**src/rtl/neopixel_pkg.sv**
```systemverilog
// neopixel_pkg
// Shared definitions for the WS2812 ("NeoPixel") receiver and transmitter:
//   - cycle constants referenced to a 125 MHz clock (receiver thresholds and
//     transmitter pulse widths),
//   - receiver state encoding,
//   - scale_cycles(): rescales a 125 MHz cycle count to another clock rate.
package neopixel_pkg;

    localparam int C_BASE_FREQ_HZ    = 125000000;

    // Receiver thresholds (cycles at 125 MHz)
    localparam int C_GLITCH_CYCLES   = 19;    // shorter high pulse is a glitch
    localparam int C_T1_MIN_CYCLES   = 75;    // high pulse >= this decodes as '1'
    localparam int C_MAX_HIGH_CYCLES = 188;   // longer high pulse is a violation
    localparam int C_RESET_CYCLES    = 6250;  // low gap that latches a frame

    // Transmitter pulse widths (cycles at 125 MHz)
    localparam int C_T0H_CYCLES      = 50;
    localparam int C_T0L_CYCLES      = 108;
    localparam int C_T1H_CYCLES      = 100;
    localparam int C_T1L_CYCLES      = 55;
    localparam int C_START_CYCLES    = 7000;  // idle low before the first frame

    typedef enum logic [2:0] {
        ST_SYNC  = 3'd0,
        ST_IDLE  = 3'd1,
        ST_HIGH  = 3'd2,
        ST_LOW   = 3'd3,
        ST_ERROR = 3'd4
    } state_t;

    // Rescale a 125 MHz cycle count to freq_hz (truncating).
    function automatic int scale_cycles(input int cycles, input int freq_hz);
        longint l_prod;
        l_prod = longint'(cycles) * longint'(freq_hz);
        return int'(l_prod / longint'(C_BASE_FREQ_HZ));
    endfunction

endpackage

```
**src/rtl/neopixel_sync.sv**
```systemverilog
// neopixel_sync
// Two-flop synchronizer for the asynchronous serial line plus edge detect.
// Ports:
//   i_clk, i_rst_n : clock, asynchronous active-low reset
//   i_din          : raw asynchronous serial input
//   o_s            : synchronized sample
//   o_rise, o_fall : single-cycle edge flags of o_s (combinational)
module neopixel_sync (
    input  logic i_clk,
    input  logic i_rst_n,
    input  logic i_din,
    output logic o_s,
    output logic o_rise,
    output logic o_fall
);

    logic r_meta;
    logic r_sync;
    logic r_prev;

    // Synchronizer chain and one-cycle history for edge detection.
    always_ff @(posedge i_clk or negedge i_rst_n) begin
        if (!i_rst_n) begin
            r_meta <= 1'b0;
            r_sync <= 1'b0;
            r_prev <= 1'b0;
        end else begin
            r_meta <= i_din;
            r_sync <= r_meta;
            r_prev <= r_sync;
        end
    end

    assign o_s    = r_sync;
    assign o_rise = r_sync & ~r_prev;
    assign o_fall = ~r_sync & r_prev;

endmodule

```
**src/rtl/neopixel_rx.sv**
```systemverilog
// neopixel_rx
// WS2812 serial receiver. Measures each high pulse on the synchronized line,
// decodes 0/1 bits (GRB order, MSB first), assembles 24-bit pixels and
// detects the frame latch gap.
// Ports:
//   neopixel_clock / neopixel_reset_n : clock, asynchronous active-low reset
//   neopixel_din   : asynchronous serial line
//   pixel_valid    : 1-cycle strobe, pixel_data {R,G,B} and pixel_index valid
//   frame_done     : 1-cycle strobe on latch gap, with frame_pixels,
//                    frame_partial (stray bits dropped), frame_overflow
//   bit_error      : 1-cycle strobe on a high-pulse timing violation
module neopixel_rx
    import neopixel_pkg::*;
#(
    parameter int C_FREQ_HZ    = 125000000,
    parameter int C_MAX_PIXELS = 12
) (
    input  logic        neopixel_clock,
    input  logic        neopixel_reset_n,
    input  logic        neopixel_din,
    output logic        pixel_valid,
    output logic [23:0] pixel_data,
    output logic [7:0]  pixel_index,
    output logic        frame_done,
    output logic [7:0]  frame_pixels,
    output logic        frame_partial,
    output logic        frame_overflow,
    output logic        bit_error
);

    localparam int L_GLITCH   = scale_cycles(C_GLITCH_CYCLES, C_FREQ_HZ);
    localparam int L_T1_MIN   = scale_cycles(C_T1_MIN_CYCLES, C_FREQ_HZ);
    localparam int L_MAX_HIGH = scale_cycles(C_MAX_HIGH_CYCLES, C_FREQ_HZ);
    localparam int L_RESET    = scale_cycles(C_RESET_CYCLES, C_FREQ_HZ);
    localparam int L_HCNT_W   = $clog2(L_MAX_HIGH + 2);
    localparam int L_LCNT_W   = $clog2(L_RESET + 1);

    localparam logic [L_HCNT_W-1:0] L_GLITCH_H = L_HCNT_W'(L_GLITCH);
    localparam logic [L_HCNT_W-1:0] L_T1_MIN_H = L_HCNT_W'(L_T1_MIN);
    localparam logic [L_HCNT_W-1:0] L_HIGH_SAT = L_HCNT_W'(L_MAX_HIGH + 1);
    localparam logic [L_LCNT_W-1:0] L_LOW_LAST = L_LCNT_W'(L_RESET - 1);
    localparam logic [7:0]          L_MAX_PIX  = 8'(C_MAX_PIXELS);

    logic                w_s;
    logic                w_rise;
    logic                w_fall;
    state_t              r_state;
    state_t              w_state_next;
    logic [L_HCNT_W-1:0] r_high_cnt;
    logic [L_LCNT_W-1:0] r_low_cnt;
    logic [4:0]          r_bit_cnt;
    logic [23:0]         r_shift;
    logic [7:0]          r_next_index;
    logic [7:0]          r_pix_cnt;

    logic                w_low_full;
    logic                w_high_over;
    logic                w_bit_val;
    logic                w_frame_open;
    logic [23:0]         w_shift_next;
    logic                w_bit_done;
    logic                w_bit_err;
    logic                w_frame_end;
    logic                w_sync_exit;

    neopixel_sync u_sync (
        .i_clk   (neopixel_clock),
        .i_rst_n (neopixel_reset_n),
        .i_din   (neopixel_din),
        .o_s     (w_s),
        .o_rise  (w_rise),
        .o_fall  (w_fall)
    );

    // The current s==0 cycle is the last one needed to complete a latch gap.
    assign w_low_full   = (r_low_cnt == L_LOW_LAST);
    assign w_high_over  = (r_high_cnt == L_HIGH_SAT);
    assign w_bit_val    = (r_high_cnt >= L_T1_MIN_H);
    assign w_frame_open = (r_pix_cnt != 8'd0) || (r_bit_cnt != 5'd0);
    assign w_shift_next = {r_shift[22:0], w_bit_val};

    // State register.
    always_ff @(posedge neopixel_clock or negedge neopixel_reset_n) begin
        if (!neopixel_reset_n) begin
            r_state <= ST_SYNC;
        end else begin
            r_state <= w_state_next;
        end
    end

    // Next-state logic.
    always_comb begin
        w_state_next = r_state;
        case (r_state)
            ST_SYNC, ST_ERROR: begin
                if (w_sync_exit) w_state_next = ST_IDLE;
                else             w_state_next = r_state;
            end
            ST_IDLE, ST_LOW: begin
                if (w_rise)           w_state_next = ST_HIGH;
                else if (w_frame_end) w_state_next = ST_IDLE;
                else                  w_state_next = r_state;
            end
            ST_HIGH: begin
                if (w_bit_err)       w_state_next = ST_ERROR;
                else if (w_bit_done) w_state_next = ST_LOW;
                else                 w_state_next = ST_HIGH;
            end
            default: w_state_next = ST_SYNC;
        endcase
    end

    // Per-state decisions consumed by the datapath.
    // A falling edge can only see a count above the maximum when it equals the
    // saturation value, so w_high_over covers both the "too long at fall" and
    // the "stuck high" cases.
    always_comb begin
        w_bit_done  = 1'b0;
        w_bit_err   = 1'b0;
        w_frame_end = 1'b0;
        w_sync_exit = 1'b0;
        case (r_state)
            ST_SYNC, ST_ERROR: begin
                if (!w_s && w_low_full) w_sync_exit = 1'b1;
                else                    w_sync_exit = 1'b0;
            end
            ST_HIGH: begin
                if (w_high_over) begin
                    w_bit_err = 1'b1;
                end else if (w_fall) begin
                    if (r_high_cnt < L_GLITCH_H) w_bit_err  = 1'b1;
                    else                         w_bit_done = 1'b1;
                end else begin
                    w_bit_done = 1'b0;
                end
            end
            ST_IDLE: begin
                if (!w_s && w_low_full && w_frame_open) w_frame_end = 1'b1;
                else                                    w_frame_end = 1'b0;
            end
            ST_LOW: begin
                if (!w_s && w_low_full) w_frame_end = 1'b1;
                else                    w_frame_end = 1'b0;
            end
            default: w_frame_end = 1'b0;
        endcase
    end

    // Pulse/gap counters, bit and pixel assembly, registered outputs.
    always_ff @(posedge neopixel_clock or negedge neopixel_reset_n) begin
        if (!neopixel_reset_n) begin
            r_high_cnt     <= '0;
            r_low_cnt      <= '0;
            r_bit_cnt      <= 5'd0;
            r_shift        <= 24'h0;
            r_next_index   <= 8'd0;
            r_pix_cnt      <= 8'd0;
            pixel_valid    <= 1'b0;
            pixel_data     <= 24'h0;
            pixel_index    <= 8'd0;
            frame_done     <= 1'b0;
            frame_pixels   <= 8'd0;
            frame_partial  <= 1'b0;
            frame_overflow <= 1'b0;
            bit_error      <= 1'b0;
        end else begin
            pixel_valid <= 1'b0;
            frame_done  <= 1'b0;
            bit_error   <= w_bit_err;

            // Low counter tracks consecutive s==0 cycles in every state and
            // holds once a full gap is reached.
            if (w_s || w_sync_exit || w_frame_end) r_low_cnt <= '0;
            else if (!w_low_full)                  r_low_cnt <= r_low_cnt + 1'b1;
            else                                   r_low_cnt <= r_low_cnt;

            if ((r_state == ST_IDLE || r_state == ST_LOW) && w_rise)
                r_high_cnt <= {{(L_HCNT_W-1){1'b0}}, 1'b1};
            else if (r_state == ST_HIGH && w_s && !w_high_over)
                r_high_cnt <= r_high_cnt + 1'b1;
            else if (r_state != ST_HIGH)
                r_high_cnt <= '0;
            else
                r_high_cnt <= r_high_cnt;

            if (r_state == ST_SYNC || r_state == ST_ERROR) begin
                // Anything received before a clean gap is discarded.
                r_bit_cnt    <= 5'd0;
                r_shift      <= 24'h0;
                r_next_index <= 8'd0;
                r_pix_cnt    <= 8'd0;
            end else if (w_bit_done) begin
                r_shift <= w_shift_next;
                if (r_bit_cnt == 5'd23) begin
                    r_bit_cnt    <= 5'd0;
                    pixel_valid  <= 1'b1;
                    // Wire order is G,R,B; output packing is {R,G,B}.
                    pixel_data   <= {w_shift_next[15:8], w_shift_next[23:16], w_shift_next[7:0]};
                    pixel_index  <= r_next_index;
                    r_next_index <= r_next_index + 8'd1;
                    if (r_pix_cnt != 8'd255) r_pix_cnt <= r_pix_cnt + 8'd1;
                    else                     r_pix_cnt <= r_pix_cnt;
                end else begin
                    r_bit_cnt <= r_bit_cnt + 5'd1;
                end
            end else if (w_frame_end) begin
                frame_done     <= 1'b1;
                frame_pixels   <= r_pix_cnt;
                frame_partial  <= (r_bit_cnt != 5'd0);
                frame_overflow <= (r_pix_cnt > L_MAX_PIX);
                r_bit_cnt      <= 5'd0;
                r_next_index   <= 8'd0;
                r_pix_cnt      <= 8'd0;
            end else begin
                r_bit_cnt <= r_bit_cnt;
            end
        end
    end

endmodule

```
**config.mk**
```make
export PLATFORM = sky130hd
export DESIGN_NAME = neopixel_rx
export DESIGN_NICKNAME = d
export VERILOG_FILES = /design/src/rtl/neopixel_pkg.sv /design/src/rtl/neopixel_sync.sv /design/src/rtl/neopixel_rx.sv
export SDC_FILE = /design/constraint.sdc
export NUM_CORES = 1
export LEC_CHECK = 0
export CORE_ASPECT_RATIO = 1.4
export CORE_UTILIZATION = 40
export DETAILED_ROUTE_END_ITERATION = 7
export GPL_TIMING_DRIVEN = 0
export MAX_ROUTING_LAYER = met4
export SYNTH_ARGS = -nofsm -noshare
export SYNTH_HDL_FRONTEND = slang
export SYNTH_SLANG_ARGS = --single-unit
export TNS_END_PERCENT = 30
```
**constraint.sdc**
```tcl
create_clock -name neopixel_clock -period 5.53 [get_ports neopixel_clock]
set_input_delay 1.3825 -clock neopixel_clock [delete_from_list [all_inputs] [get_ports neopixel_clock]]
set_output_delay 1.3825 -clock neopixel_clock [all_outputs]
set_load 0.005 [all_outputs]
```
==> impl_metrics.tcl, run 1 <==
set metrics [dict create \
    status "complete, no violations" \
    ys_ff_latch 116 \
    synthSimpleGateAreaFrac_pct 18.4 \
    area_delta_synth_final_pct 24.4 \
    yosys_warnings 0 \
    die_w_um 98.9 \
    wirelength_um 10500 \
    p_comb_share_pct 1.5 \
    grt_pass1_wl_um 17900 \
    cts_buffer_depth 2 \
    slowest_delay_ns 0.51 \
    multi_input_area_mm2 0.00217 \
    clk_pin_slew_worst_paths_ns 0.06 \
    initial_core_util_pct 41.0 \
    slew_headroom_pct 52.6 \
    swShare_pct 22.6 \
    cp.required_ns 4.15 \
    worstReg2RegStart "r_bit_cnt[0]$_DFFE_PN0P_" \
    wl_per_cell_um 15.0 \
    rsz0062_at_grt "no" \
    clk_latency_ns 0.41 \
    finalCritPeriodShare_pct 48.6 \
    reg2regPathDepth 8 \
    cts_setup_buffers 0 \
    final_core_util_pct 51.0 \
    port_buffers 47 \
    p_leak_nw 3.07 \
    syn_inst 465 \
    slew_violations 0 \
    clock_sinks 116 \
    fp.dieH_um 138 \
    dp_slack_ns 2.97 \
    powerDensity_mw_per_mm2 303 \
    syn-num-nets 477 \
    reg2reg_to "r_pix_cnt[2]$_DFFE_PN0P_" \
    yosys-mux-area-fraction_pct 11.5 \
    n_antenna_cell 0 \
    hold_path_end "u_sync.o_s$_DFF_PN0_" \
    synth_top_area_cell "dfrtp_1" \
    yosys-top-cells-area "dfrtp_1 (55%), mux2_4 (8.6%), nand2_1 (5.2%)" \
    path_depth 1 \
    synth-edff-count 0 \
    pwr-share-seq_pct 43.2 \
    worstMarginPinSlew_ns 0.707 \
    core_mm2 0.0128 \
    cts_tree "yes" \
    vias 3640 \
    path_max_fanout 2 \
    synth_top_area_share_pct 55.3 \
    grt_max_degree 66 \
    critPathLaunchType "flip-flop" \
    vdd_drop_max_uv 206 \
    skew_ns 0.00799 \
    cap_violations 0 \
    fp-row-count 49 \
    regArea_mm2 0.00290 \
    min_from "u_sync.r_meta$_DFF_PN0_" \
    route.detailed.drc 0 \
    grt_pass1_vias 3660 \
    cp.arrival_ns 1.30 \
    antenna_found_initial 0 \
    io_pins 48 \
    cp-end-kind "output port" \
    rrSetupSlack_ns 2.97 \
    final.min_clock_period_ns 2.69 \
    max_freq_mhz 372 \
    synth-xor-area-share_pct 2.83 \
    async_reset_ff_share_pct 100 \
    final.setup.worst_slack_ns 2.84 \
    synth_compound_area_share_pct 6.48 \
    synth_area_mm2 0.00525 \
    synth-adder-area-share_pct 2.14 \
    cpMaxStageDelayCell "clkdlybuf4s50_1" \
    final_nets 544 \
    switchingPower_mw 0.447 \
    dieArea_mm2 0.0136 \
    internal_power_mw 1.53 \
    first_pass_iters 4 \
    synth.distinct_cells 55 \
    place.gp.congestion 0.800 \
    cts_buffers 17 \
    whs_path_depth 0 \
    worst-setup-path-type "reg2out" \
    hold_path.class "reg2reg" \
    synthFlopType "dfrtp_1" \
    synth_common_cells "dfrtp_1 (116), nand2_1 (73), nand3_1 (48)" \
    ctsHoldBuffers 0 \
    setup_viol 0 \
    htreeDepth 4 \
    ys_seq_area_share_pct 55.3 \
    hpwl_um 7280 \
    drive_gt1_share_pct 17.6 \
    gr-total-overflow 0 \
    drtAntennaViolNets 0 \
    synth_top_family_by_area "simple AND/OR/NAND/NOR gates" \
    crit_buf_inv 1 \
    nFillCells 1123 \
    root_buffer "clkbuf_16" \
    finalSetupTns_ns 0 \
    synth_most_common_cell "dfrtp_1" \
    crit_family "buffers and inverters" \
    postSynthAreaPerCell_um2 11.3 \
    critical_path.cell_chain "clkdlybuf4s50_1" \
    viasPerCell 5.21 \
    finalHoldViolCount 0 \
    grt_usage_pct 17.5 \
    drt_iter0_drc 124 \
    cts_resized 0 \
    clkPwrFrac_pct 55.3 \
]
sequential cells by signal, indices dropped and copies added (netlist names), 8 cells and up:
signal	count
pixel_data	24
r_shift	23
r_low_cnt	13
frame_pixels	8
pixel_index	8
r_high_cnt	8
r_next_index	8
r_pix_cnt	8
per-stage QoR:
step / instances / cell area [um^2] / power, mW / hold WS (ns)
2_1_floorplan: 465 / 5250 / 0.878 / 0.331
3_5_place_dp: 666 / 5940 / 0.902 / 0.340
6_report: 698 / 6540 / 1.98 / 0.357
5_1_grt: 698 / 6540 / 2.04 / 0.368
3_3_place_gp: 665 / 5920 / 0.899 / 0.332
4_1_cts: 698 / 6540 / 2.00 / 0.353
cell usage in the layout (no fill, tap or decap), types with 10 or more instances in the layout:
| master | instances |
|---|---|
| inv_1 | 15 |
| xor2_1 | 14 |
| mux2_4 | 30 |
| nand2_1 | 73 |
| o21ai_0 | 11 |
| clkbuf_1 | 10 |
| clkdlybuf4s50_1 | 46 |
| clkbuf_16 | 17 |
| dfrtp_1 | 116 |
| nand3_1 | 48 |
| nor2_1 | 23 |
layer usage:
metal | wire (um) | vias up | track usage [%]
met4 | 213 | 0 | 8.13
li1 | - | 1767 | -
met3 | 273 | 17 | 3.70
met1 | 4510 | 1791 | 20.0
met2 | 5480 | 65 | 29.4
met5 | 0 | - | -
kinds of logic after synthesis:
family	Yosys count
multiplexers	44
AND/OR/NAND/NOR	194
adder cells (fa/ha/maj)	9
buffers and inverters	39
flip-flops	116
XOR/XNOR	17
AO/OA/AOI/OAI	46
layout make-up:
| type | count | area share [%] |
|---|---|---|
| flip-flops and latches | 116 | 44.4 |
| well taps | 153 | 2.93 |
| repair buffers | 48 | 7.64 |
| clock inverters | 15 | 2.56 |
| multi-input cells | 310 | 33.2 |
| plain buffers | 24 | 1.91 |
| inverters | 15 | 0.861 |
| clock buffers | 17 | 6.51 |
power by group through the flow:
stage	clock network [mW]	logic, mW	registers [mW]
final	1.09	0.0299	0.855
after global routing	1.15	0.0354	0.855
after CTS	1.11	0.0319	0.855
after detailed placement	0	0.0320	0.870
after global placement	0	0.0285	0.871
after floorplan	0	0.00801	0.870
how the worst max path moves through the flow:
stage	startpoint	end	slack (ns)
global route	r_bit_cnt[0]$_DFFE_PN0P_	r_next_index[3]$_DFFE_PN0P_	2.68
global placement	neopixel_reset_n	pixel_index[7]$_DFFE_PN0P_	-1.42
floorplan	r_bit_cnt[0]$_DFFE_PN0P_	pixel_data[10]$_DFFE_PN0P_	3.56
finish	pixel_data[21]$_DFFE_PN0P_	pixel_data[21]	2.84
CTS	pixel_data[21]$_DFFE_PN0P_	pixel_data[21]	2.81
detailed placement	r_bit_cnt[0]$_DFFE_PN0P_	r_pix_cnt[2]$_DFFE_PN0P_	2.97
(Power assumes the default switching activity.)
==> inputs of run 2 (changes only) <==
==> constraint.sdc (replaced) <==
create_clock -name neopixel_clock -period 2.6 [get_ports neopixel_clock]
set_input_delay 0.65 -clock neopixel_clock [delete_from_list [all_inputs] [get_ports neopixel_clock]]
set_output_delay 0.65 -clock neopixel_clock [all_outputs]
set_load 0.005 [all_outputs]
==> run 2 against run 1 <==
  * Hold slack got worse by 0.17 ns
  * Total power increased by 110%
  * Design area grew 0.23%
  * Highest routed layer unchanged
==> impl_metrics.tcl, run 2 (synthesized netlist as in run 1, its figures left out) <==
set metrics [dict create \
    switchingPower_mw 0.948 \
    layout_common_cells "dfrtp_1 (116), nand2_1 (73), nand3_1 (48)" \
    fp.dieH_um 138 \
    core_mm2 0.0128 \
    clock_sinks 116 \
    final_cell_count_no_fill 698 \
    gr-total-overflow 0 \
    n_antenna_cell 0 \
    viasPerCell 5.22 \
    final_nets 544 \
    whs_ns 0.190 \
    swShare_pct 22.5 \
    cp.required_ns 2.91 \
    cts_buffers 17 \
    finalCritPeriodShare_pct 91.0 \
    dieArea_mm2 0.0136 \
    antenna_found_initial 0 \
    internal_power_mw 3.26 \
    final_core_util_pct 51.1 \
    finalHoldViolCount 0 \
    hpwl_um 7280 \
    dp_slack_ns 0.0364 \
    cts_buffer_depth 2 \
    worstMarginPinSlew_ns 0.716 \
    grt_pass1_wl_um 17900 \
    skew_ns 0.00871 \
    clkPwrFrac_pct 55.2 \
    powerDensity_mw_per_mm2 642 \
    clk_pin_slew_worst_paths_ns 0.06 \
    setup_viol 0 \
    rsz0062_at_grt "no" \
    clk_latency_ns 0.41 \
    vdd_drop_max_uv 438 \
    port_buffers 47 \
    hold_path.class "in2async" \
    first_pass_iters 5 \
    ctsHoldBuffers 0 \
    drtAntennaViolNets 0 \
    area_delta_synth_final_pct 24.7 \
    htreeDepth 4 \
    drive_gt1_share_pct 17.8 \
    cp-end-kind "flip-flop" \
    cap_violations 0 \
    cp.arrival_ns 2.68 \
    finalSetupTns_ns 0 \
    final.setup.worst_slack_ns 0.233 \
    io_pins 48 \
    grt_max_degree 66 \
    pwr-share-seq_pct 43.2 \
    root_buffer "clkbuf_16" \
    p_comb_share_pct 1.5 \
    slew_violations 0 \
    path_max_fanout 10 \
    grt_usage_pct 17.5 \
    max_freq_mhz 423 \
    p_leak_nw 3.08 \
    wirelength_um 10500 \
    regMostFlops "pixel_data" \
    cts_tree "yes" \
    wl_per_cell_um 15.1 \
    critPathLaunchType "flip-flop" \
    final.min_clock_period_ns 2.37 \
    fp-row-count 49 \
    vias 3644 \
    rrSetupSlack_ns 0.23 \
    status "complete, no violations" \
    route.detailed.drc 0 \
    place.gp.congestion 0.800 \
    largest_register_ffs 24 \
    slew_headroom_pct 52.0 \
    final_common_cell "dfrtp_1" \
    cts_setup_buffers 0 \
    grt_pass1_vias 3660 \
    dp_cells 666 \
    initial_core_util_pct 41.0 \
    worst-setup-path-type "reg2reg" \
    top_regs "pixel_data (24), r_shift (23), r_low_cnt (13)" \
    die_w_um 98.9 \
    drt_iter0_drc 118 \
]
## run 2: power groups by stage
stage	clock network, mW	logic (mW)	registers (mW)
floorplan	0	0.0170	1.85
global placement	0	0.0606	1.85
detailed placement	0	0.0681	1.85
CTS	2.37	0.0679	1.82
global route	2.45	0.0757	1.82
finish	2.32	0.0642	1.82
## run 2: cell type report
class                   count  area, um^2
clock buffers              17         425
multi-input cells         310        2180
clock inverters            15         168
fillers                  1121        6260
inverters                  15        56.3
flip-flops and latches    116        2900
plain buffers              24         125
repair buffers             48         499
well taps                 153         191
## run 2: worst max-delay path, cell delays in order, from the launching register on
cell and delay (ns):
dfrtp_1 0.42, inv_1 0.09, ha_1 0.19, nor4b_1 0.38
a31oi_1 0.25, a31oi_4 0.39, buf_2 0.31, o211ai_1 0.13
o31ai_1 0.10
## run 2: repair_timing
item	in CTS	in global routing
hold endpoints to repair	0	0
gates resized for setup	0	2
setup endpoints to repair	0	10
## run 2: path summary, 6_finish.rpt
kind	startpoint	depth (start not counted)	end
min in group neopixel_clock	u_sync.r_meta$_DFF_PN0_	0	u_sync.o_s$_DFF_PN0_
worst max-delay path	r_pix_cnt[0]$_DFFE_PN0P_	8	r_pix_cnt[2]$_DFFE_PN0P_
worst max register to register	r_pix_cnt[0]$_DFFE_PN0P_	8	r_pix_cnt[2]$_DFFE_PN0P_
max in group asynchronous	neopixel_reset_n	2	r_next_index[0]$_DFFE_PN0P_
worst min-delay path	neopixel_reset_n	1	r_high_cnt[2]$_DFFE_PN0P_
worst min register to register	u_sync.r_meta$_DFF_PN0_	0	u_sync.o_s$_DFF_PN0_
## run 2: stage by stage
step                      total power, mW  cell area, um^2
after floorplan                      1.87             5250
after global placement               1.91             5920
after detailed placement             1.92             5940
after CTS                            4.26             6540
after global routing                 4.34             6550
final                                4.21             6550
## run 2: routing by layer
metal	GRT usage [%]	vias up	routed length, um
met5	-	-	0
met4	8.13	0	210
met3	3.70	18	258
met2	29.4	59	5510
met1	20.0	1797	4560
li1	-	1770	-
